--- src/rtl/timer_counter_unit.sv ---
// timer_counter_unit: parametrised timer/counter with selectable count source,
// wrap/saturate, two compare channels with optional clear-on-compare, parallel
// load and sticky write-1-to-clear status flags.
module timer_counter_unit #(
    parameter int unsigned BIT_WIDTH = 8
) (
    input  logic                 CounterClock,
    input  logic                 CounterReset,
    input  logic                 CountEnable,
    input  logic                 CountTick,
    input  logic                 ExtEvent,
    input  logic [1:0]           CounterEdge,
    input  logic                 WrapMode,
    input  logic [1:0]           ClearMode,
    input  logic                 CounterClear,
    input  logic                 LoadEn,
    input  logic [BIT_WIDTH-1:0] LoadValue,
    input  logic [BIT_WIDTH-1:0] CompareA,
    input  logic [BIT_WIDTH-1:0] CompareB,
    input  logic [2:0]           FlagClear,
    output logic [BIT_WIDTH-1:0] TCNT,
    output logic                 Overflow,
    output logic                 MatchA,
    output logic                 MatchB,
    output logic                 EventPulse
);

    // Count source selection
    localparam logic [1:0] SRC_TICK = 2'b00;
    localparam logic [1:0] SRC_RISE = 2'b01;
    localparam logic [1:0] SRC_FALL = 2'b10;
    localparam logic [1:0] SRC_BOTH = 2'b11;

    // Clear-on-compare selection (11 behaves as free-run)
    localparam logic [1:0] CTC_A = 2'b01;
    localparam logic [1:0] CTC_B = 2'b10;

    localparam logic [BIT_WIDTH-1:0] MAX_COUNT = '1;

    logic                 ext_q;
    logic                 rise;
    logic                 fall;
    logic                 src;
    logic                 inc;
    logic                 count_ok;
    logic                 at_max;
    logic                 hit_a;
    logic                 hit_b;
    logic                 ctc_clear;
    logic                 ev_ovf;
    logic                 ev_a;
    logic                 ev_b;
    logic [BIT_WIDTH-1:0] tcnt_next;

    assign rise = ExtEvent & ~ext_q;
    assign fall = ~ExtEvent & ext_q;

    // Select the active count source
    always_comb begin
        src = 1'b0;
        case (CounterEdge)
            SRC_TICK: src = CountTick;
            SRC_RISE: src = rise;
            SRC_FALL: src = fall;
            SRC_BOTH: src = rise | fall;
            default:  src = 1'b0;
        endcase
    end

    assign inc       = CountEnable & src;
    assign at_max    = (TCNT == MAX_COUNT);
    assign hit_a     = (TCNT == CompareA);
    assign hit_b     = (TCNT == CompareB);
    assign ctc_clear = ((ClearMode == CTC_A) & hit_a) | ((ClearMode == CTC_B) & hit_b);

    // Clear and load swallow a coincident increment, including its events
    assign count_ok = inc & ~CounterClear & ~LoadEn;
    assign ev_a     = count_ok & hit_a;
    assign ev_b     = count_ok & hit_b;
    assign ev_ovf   = count_ok & at_max & ~ctc_clear;

    // Next counter value: clear, then load, then increment (CTC, wrap/saturate)
    always_comb begin
        tcnt_next = TCNT;
        if (CounterClear) begin
            tcnt_next = '0;
        end else if (LoadEn) begin
            tcnt_next = LoadValue;
        end else if (inc) begin
            if (ctc_clear) begin
                tcnt_next = '0;
            end else if (at_max) begin
                tcnt_next = WrapMode ? '0 : MAX_COUNT;
            end else begin
                tcnt_next = TCNT + 1'b1;
            end
        end
    end

    // Edge-detect history; reset loads the live level so release makes no edge
    always_ff @(posedge CounterClock) begin
        ext_q <= ExtEvent;
    end

    // Counter register
    always_ff @(posedge CounterClock) begin
        if (CounterReset) begin
            TCNT <= '0;
        end else begin
            TCNT <= tcnt_next;
        end
    end

    // Sticky flags: a new event outranks a same-cycle clear request
    always_ff @(posedge CounterClock) begin
        if (CounterReset) begin
            Overflow <= 1'b0;
            MatchA   <= 1'b0;
            MatchB   <= 1'b0;
        end else begin
            Overflow <= ev_ovf | (Overflow & ~FlagClear[0]);
            MatchA   <= ev_a   | (MatchA   & ~FlagClear[1]);
            MatchB   <= ev_b   | (MatchB   & ~FlagClear[2]);
        end
    end

    // Interrupt strobe: one cycle per cycle with any event, independent of flags
    always_ff @(posedge CounterClock) begin
        if (CounterReset) begin
            EventPulse <= 1'b0;
        end else begin
            EventPulse <= ev_ovf | ev_a | ev_b;
        end
    end

endmodule

--- config.mk ---
export PLATFORM = sky130hd
export DESIGN_NAME = timer_counter_unit
export DESIGN_NICKNAME = d
export VERILOG_FILES = /design/src/rtl/timer_counter_unit.sv
export SDC_FILE = /design/constraint.sdc
export NUM_CORES = 1
export LEC_CHECK = 0
export CORE_ASPECT_RATIO = 1.75
export CORE_MARGIN = 2
export CORE_UTILIZATION = 36
export CTS_CLUSTER_DIAMETER = 50
export DETAILED_ROUTE_END_ITERATION = 8
export PLACE_DENSITY = 0.79
export SLEW_MARGIN = 20
export SYNTH_ARGS = -nofsm -noshare
export SYNTH_HDL_FRONTEND = slang
export SYNTH_SLANG_ARGS = --single-unit
--- constraint.sdc ---
create_clock -name CounterClock -period 1.6 [get_ports CounterClock]
set_input_delay 0.24 -clock CounterClock [delete_from_list [all_inputs] [get_ports CounterClock]]
set_output_delay 0.24 -clock CounterClock [all_outputs]
set_load 0.01 [all_outputs]
==> results of run 1 <==
synthesized netlist by cell type, drive strengths merged (2+ instances only):
cell type	instances	share of area, %
buf	5	2.4
xor2	17	14
o31ai	8	5.7
clkbuf	2	0.83
a21oi	4	3.0
nor2	10	3.8
a31oi	2	1.2
nand2b	6	3.8
o21ai	2	1.3
nand3	3	1.4
xnor2	2	1.7
or4	2	1.4
nor4	5	3.5
dfxtp	13	25
nand2	20	7.1
o41ai	7	5.8
inv	10	3.5
mux2i	3	2.8
ha	3	3.5
per-layer routing:
metal / vias to the layer above / wire [µm] / track usage [%]
li1: 619 / - / -
met1: 591 / 1240 / 19.1
met2: 41 / 2100 / 38.6
met3: 7 / 147 / 1.18
met4: 0 / 79 / 10.1
met5: - / 0 / 0
flip-flops by register name, indices dropped and copies added, names as in the netlist:
register and flops:
ext_q 1, Overflow 1, MatchB 1, EventPulse 1, TCNT 8, MatchA 1
logic make-up after synthesis:
| logic type | synth area share (%) |
|---|---|
| adder cells (fa/ha/maj) | 3.54 |
| XOR/XNOR | 15.7 |
| AO/OA/AOI/OAI | 19.6 |
| buffers and inverters | 6.73 |
| flip-flops | 24.6 |
| AND/OR/NAND/NOR | 26.0 |
| multiplexers | 3.90 |
how the worst max path moves through the flow:
stage | slack (ns) | startpoint | depth (start not counted) | end
after floorplan | -0.14 | ext_q$_DFF_P_ | 6 | MatchA$_SDFF_PP0_
after global placement | -0.54 | ExtEvent | 8 | MatchA$_SDFF_PP0_
after detailed placement | -0.65 | ExtEvent | 9 | TCNT[3]$_SDFFE_PP0P_
after CTS | -0.15 | ext_q$_DFF_P_ | 6 | MatchB$_SDFF_PP0_
after global routing | -0.22 | ext_q$_DFF_P_ | 7 | TCNT[2]$_SDFFE_PP0P_
final | -0.14 | ext_q$_DFF_P_ | 7 | TCNT[2]$_SDFFE_PP0P_
cell type report:
| cell class | instances | area share, % |
|---|---|---|
| timing repair buffer | 77 | 34.7 |
| sequential | 13 | 13.5 |
| multi-input combinational | 104 | 46.1 |
| tap | 28 | 1.71 |
| inverter | 10 | 1.83 |
| clock buffer | 4 | 2.20 |
power by group through the flow:
stage	Sequential, mW	Combinational, mW	Clock [mW]
floorplan	0.350	0.0981	0
global placement	0.348	0.251	0
CTS	0.343	0.265	0.295
global route	0.344	0.316	0.320
finish	0.342	0.294	0.307
detailed placement	0.349	0.256	0
worst max-delay path: cells and delay by family (launching register included):
family                     cells  cell delay [ns]
buffers and inverters          1             0.13
AOI/OAI and AO/OA              4             0.71
DFF                            1             0.35
adders and majority gates      1             0.19
and+or+nand+nor                1             0.25
stage by stage:
step / cells / hold slack (ns) / setup TNS [ns]
final: 236 / 0.373 / -0.715
after global routing: 236 / 0.378 / -1.28
after CTS: 234 / 0.370 / -0.655
after detailed placement: 228 / 0.473 / -6.91
after global placement: 228 / 0.465 / -6.09
after floorplan: 134 / 0.268 / -0.357
timing repair:
action                                  CTS  global route
gates cloned                              1             0
pin swaps                                10            12
gates resized for setup                  28            31
hold endpoints to repair                  0             0
setup buffers                             1             2
endpoints found under the setup margin   13            17
==> flow_metrics.tcl, run 1 <==
set metrics [dict create \
    status "complete, but fails checks" \
    violations "setup timing" \
    rows 26 \
    syn_avg_cell_area_um2 7.91 \
    max_clock_freq_mhz 574 \
    netlist_area_um2 1060 \
    finalCritPeriodShare_pct 109 \
    rrSetupSlack_ns -0.14 \
    final_cell_area_um2 2050 \
    synth-edff-count 0 \
    dieArea_um2 3410 \
    arrival_ns 1.88 \
    cellLeakagePower_nw 0.879 \
    worstHoldEndpoint "ext_q$_DFF_P_" \
    slowest_stage "dfxtp_2" \
    worst_setup_path_end_kind "flop" \
    crit_chain "ha_4, or2b_1, a21oi_4, buf_4, o21ai_2, a21o_4, o31ai_1" \
    synthCells 134 \
    post-route-util_pct 71.6 \
    power_frac_seq_pct 36.3 \
    avgViaCountPerCell 5.33 \
    grt.total_usage_pct 19.5 \
    worstSetupStartpointType "flop" \
    io-pin-count 51 \
    start_util_pct 37.0 \
    internal_power_mw 0.678 \
    path_class "reg2reg" \
    hold_depth 2 \
    cts_hold_buffers 0 \
    drv_slew 0 \
    cts_tree "done" \
    hpwlAfterDp_um 2490 \
    worstHoldStart "ExtEvent" \
    numClockSinks 13 \
    cts_max_path_buffers 2 \
    final_common_cell "clkdlybuf4s50_1" \
    synthFlopType "dfxtp_1" \
    regArea_um2 277 \
    num_vias 1258 \
    drt-pass1-iter-count 4 \
    ys_ff_latch 13 \
    grt_start_max_net_pins 17 \
    fp.dieW_um 45.0 \
    clk_pin_slew_ns 0.06 \
    drt_iter0_markers 17 \
    syn_nets 176 \
    overflow 0 \
    finalSetupViolations 10 \
    grt_antenna_before_repair 0 \
    async_flop_share_pct 0 \
    fp.coreArea_um2 2860 \
    rsz0062_at_grt "true" \
    power_density_nw_per_um2 460 \
    crit_required_ns 1.74 \
    drv_cap 0 \
    layout_common_cells "clkdlybuf4s50_1, buf_4, nand2_1, xor2_1, nor2_1" \
    multi_input_area_um2 945 \
    drt_wl_total_um 3570 \
    fillers 216 \
    nets 251 \
    layout-drive-gt1-share_pct 36.1 \
    layout_setup_ws_ns -0.143 \
    io_buffer_count 50 \
    cts-root-buf "clkbuf_8" \
    post-place-ws_ns -0.654 \
    p_total_mw 0.943 \
    grt_pass1_vias 1183 \
    dpl_cell_area_um2 1740 \
    hold_viol 0 \
    die_h_um 75.8 \
    fin_skew_ns 0.00656 \
    worstMarginPinSlew_ns 0.347 \
    yosys.cell_types.count 36 \
    clkLatencyLatePin_ns 0.25 \
    r2r_cells 7 \
    cp_slowest_stage_delay_ns 0.35 \
    gp_congestion 0.865 \
    period_minus_slack_ns 1.74 \
    max-slew-margin-rel_pct 76.7 \
    h-tree-depth 1 \
    yosysSeqAreaShare_pct 24.6 \
    p_sw_share_pct 28.1 \
    drc_errors 0 \
    ys_warn_count 0 \
    grt_pass1_wl_um 4950 \
    peakVddDrop_mv 0.343 \
    area_growth_pct 93.4 \
    numCtsBuffers 3 \
    pwr-share-comb_pct 31.1 \
    clkPwrFrac_pct 32.6 \
    rr_endpoint "TCNT[2]$_SDFFE_PP0P_" \
    r2r_start "ext_q$_DFF_P_" \
    min_path_type "in2reg" \
    switching_power_mw 0.265 \
    wl_per_cell_um 15.1 \
    diodes 0 \
    cp_max_fo 7 \
    ant_nets 0 \
]
No activity file was read; power rests on OpenSTA's default activity.
==> run 2: changes to the inputs <==
--- a/config.mk
+++ b/config.mk
@@ -5,12 +5,14 @@
 export SDC_FILE = /design/constraint.sdc
 export NUM_CORES = 1
 export LEC_CHECK = 0
+export CAP_MARGIN = 20
 export CORE_ASPECT_RATIO = 1.75
 export CORE_MARGIN = 2
 export CORE_UTILIZATION = 36
 export CTS_CLUSTER_DIAMETER = 50
 export DETAILED_ROUTE_END_ITERATION = 8
 export PLACE_DENSITY = 0.79
+export SKIP_LAST_GASP = 1
 export SLEW_MARGIN = 20
 export SYNTH_ARGS = -nofsm -noshare
 export SYNTH_HDL_FRONTEND = slang
==> results of run 2 <==
The final DEF is identical to that of run 1; final timing and power are the same.
==> run 3: changes to the inputs <==
--- a/config.mk
+++ b/config.mk
@@ -7,7 +7,6 @@
 export LEC_CHECK = 0
 export CAP_MARGIN = 20
 export CORE_ASPECT_RATIO = 1.75
-export CORE_MARGIN = 2
 export CORE_UTILIZATION = 36
 export CTS_CLUSTER_DIAMETER = 50
 export DETAILED_ROUTE_END_ITERATION = 8
==> run 3 against run 2 <==
Effect of this change:
- flip-flop and latch count stayed put
- design area shrank 1.2%
- non-clock buffer count grew 1
- the flow still finishes with violations (setup timing)
- clock power shrank 6%
- critical path depth unchanged
- via count rose by 4.8%
- setup slack better by 0.0079 ns
- final cell count did not move
- fmax up 0.46%
- worst hold slack improved by 0.0035 ns
- routed wire length grew 8.2%
==> flow_metrics.tcl, run 3 (synthesized netlist as in run 1, its figures left out) <==
set metrics [dict create \
    regMostFlops "TCNT" \
    diodes 0 \
    cp.buffers_inverters 1 \
    grt.total_usage_pct 21.7 \
    ant_nets 0 \
    clk_pin_slew_ns 0.06 \
    fin_skew_ns 0.000718 \
    drv_cap 0 \
    max_clock_freq_mhz 577 \
    period_minus_slack_ns 1.73 \
    dpl_cell_area_um2 1750 \
    cp_slowest_stage_delay_ns 0.35 \
    overflow 0 \
    cp_top_family "compound AO/OA/AOI/OAI gates" \
    fp.dieW_um 43.0 \
    rrSetupSlack_ns -0.13 \
    layout_common_cells "clkdlybuf4s50_1, buf_4, nand2_1, xor2_1, nor2_1" \
    status "complete, but fails checks" \
    pwr-share-comb_pct 31.6 \
    numCtsBuffers 3 \
    power_density_nw_per_um2 456 \
    peakVddDrop_mv 0.396 \
    numClockSinks 13 \
    cts_max_path_buffers 2 \
    io_buffer_count 50 \
    internal_power_mw 0.676 \
    grt_start_max_net_pins 17 \
    cts_tree "done" \
    rows 25 \
    clkLatencyLatePin_ns 0.24 \
    cts-root-buf "clkbuf_8" \
    drt-pass1-iter-count 4 \
    final_common_cell "clkdlybuf4s50_1" \
    drc_errors 0 \
    switching_power_mw 0.247 \
    violations "setup timing" \
    fp.coreArea_um2 2750 \
    layout_setup_ws_ns -0.135 \
    drv_slew 0 \
    worst_setup_path_end_kind "flop" \
    path_class "reg2reg" \
    drt_iter0_markers 44 \
    worstSetupStartpointType "flop" \
    power_frac_seq_pct 37.2 \
    start_util_pct 38.5 \
    die_h_um 73.8 \
    max-slew-margin-rel_pct 77.3 \
    area_growth_pct 91.0 \
    grt_antenna_before_repair 0 \
    hold_viol 0 \
    largest_reg_flops 8 \
    hpwlAfterDp_um 2580 \
    drt_wl_total_um 3860 \
    grt_pass1_wl_um 5330 \
    h-tree-depth 1 \
    arrival_ns 1.88 \
    gp_congestion 0.909 \
    post-route-util_pct 73.5 \
    nets 252 \
    cellLeakagePower_nw 0.858 \
    crit_required_ns 1.75 \
    slowest_stage "dfxtp_2" \
    layout-drive-gt1-share_pct 34.0 \
    num_vias 1318 \
    final_cell_area_um2 2020 \
    crit_chain "ha_4, or2b_1, a21oi_4, buf_6, o21ai_4, a21o_4, o31ai_4" \
    avgViaCountPerCell 5.58 \
    worstMarginPinSlew_ns 0.338 \
    finalCritPeriodShare_pct 108 \
    p_sw_share_pct 26.7 \
    wl_per_cell_um 16.4 \
    dieArea_um2 3170 \
    clkPwrFrac_pct 31.2 \
    min_path_type "in2reg" \
    tns_ns -1.10 \
    rsz0062_at_grt "true" \
    io-pin-count 51 \
    grt_pass1_vias 1248 \
    cp_max_fo 7 \
    finalSetupViolations 11 \
]
==> run 3: per-layer routing <==
metal,wire length (µm),vias to the layer above,global-route usage [%]
li1,-,624,-
met1,1400,625,24.0
met2,2190,65,41.9
met3,236,4,1.97
met4,43,0,7.07
met5,0,-,0
==> run 3: path summary, 6_finish.rpt <==
check / from / to / depth (start not counted)
worst max register to register: ext_q$_DFF_P_ / TCNT[5]$_SDFFE_PP0P_ / 7
worst min-delay path: ExtEvent / ext_q$_DFF_P_ / 2
worst max-delay path: ext_q$_DFF_P_ / TCNT[5]$_SDFFE_PP0P_ / 7
worst min register to register: Overflow$_SDFF_PP0_ / Overflow$_SDFF_PP0_ / 2
==> run 3: metrics by stage <==
step,worst slack (ns),instances,power (mW),hold slack (ns)
final,-0.135,236,0.923,0.377
after global routing,-0.165,236,0.962,0.374
after CTS,-0.138,234,0.905,0.372
after detailed placement,-0.610,228,0.608,0.472
after global placement,-0.529,228,0.601,0.455
after floorplan,-0.136,134,0.448,0.268
==> run 3: power by group through the flow <==
stage	Sequential, mW	Combinational, mW	Clock, mW
after floorplan	0.350	0.0981	0
after global placement	0.349	0.252	0
after detailed placement	0.349	0.259	0
after CTS	0.344	0.271	0.290
after global routing	0.344	0.310	0.308
final	0.343	0.292	0.288
==> run 3: final cells by class <==
type / instances / area [µm²]
multi-input cells: 104 / 916
fillers: 198 / 728
repair buffers: 78 / 722
flip-flops and latches: 13 / 270
clock buffers: 4 / 45.0
inverters: 10 / 37.5
well taps: 27 / 33.8
==> run 3: repair_timing <==
action | CTS | global route
setup buffers | 2 | 1
pin swaps | 9 | 14
resized for setup | 27 | 24
setup endpoints to repair | 13 | 15
cloned | 0 | 1
hold buffers | 0 | 0
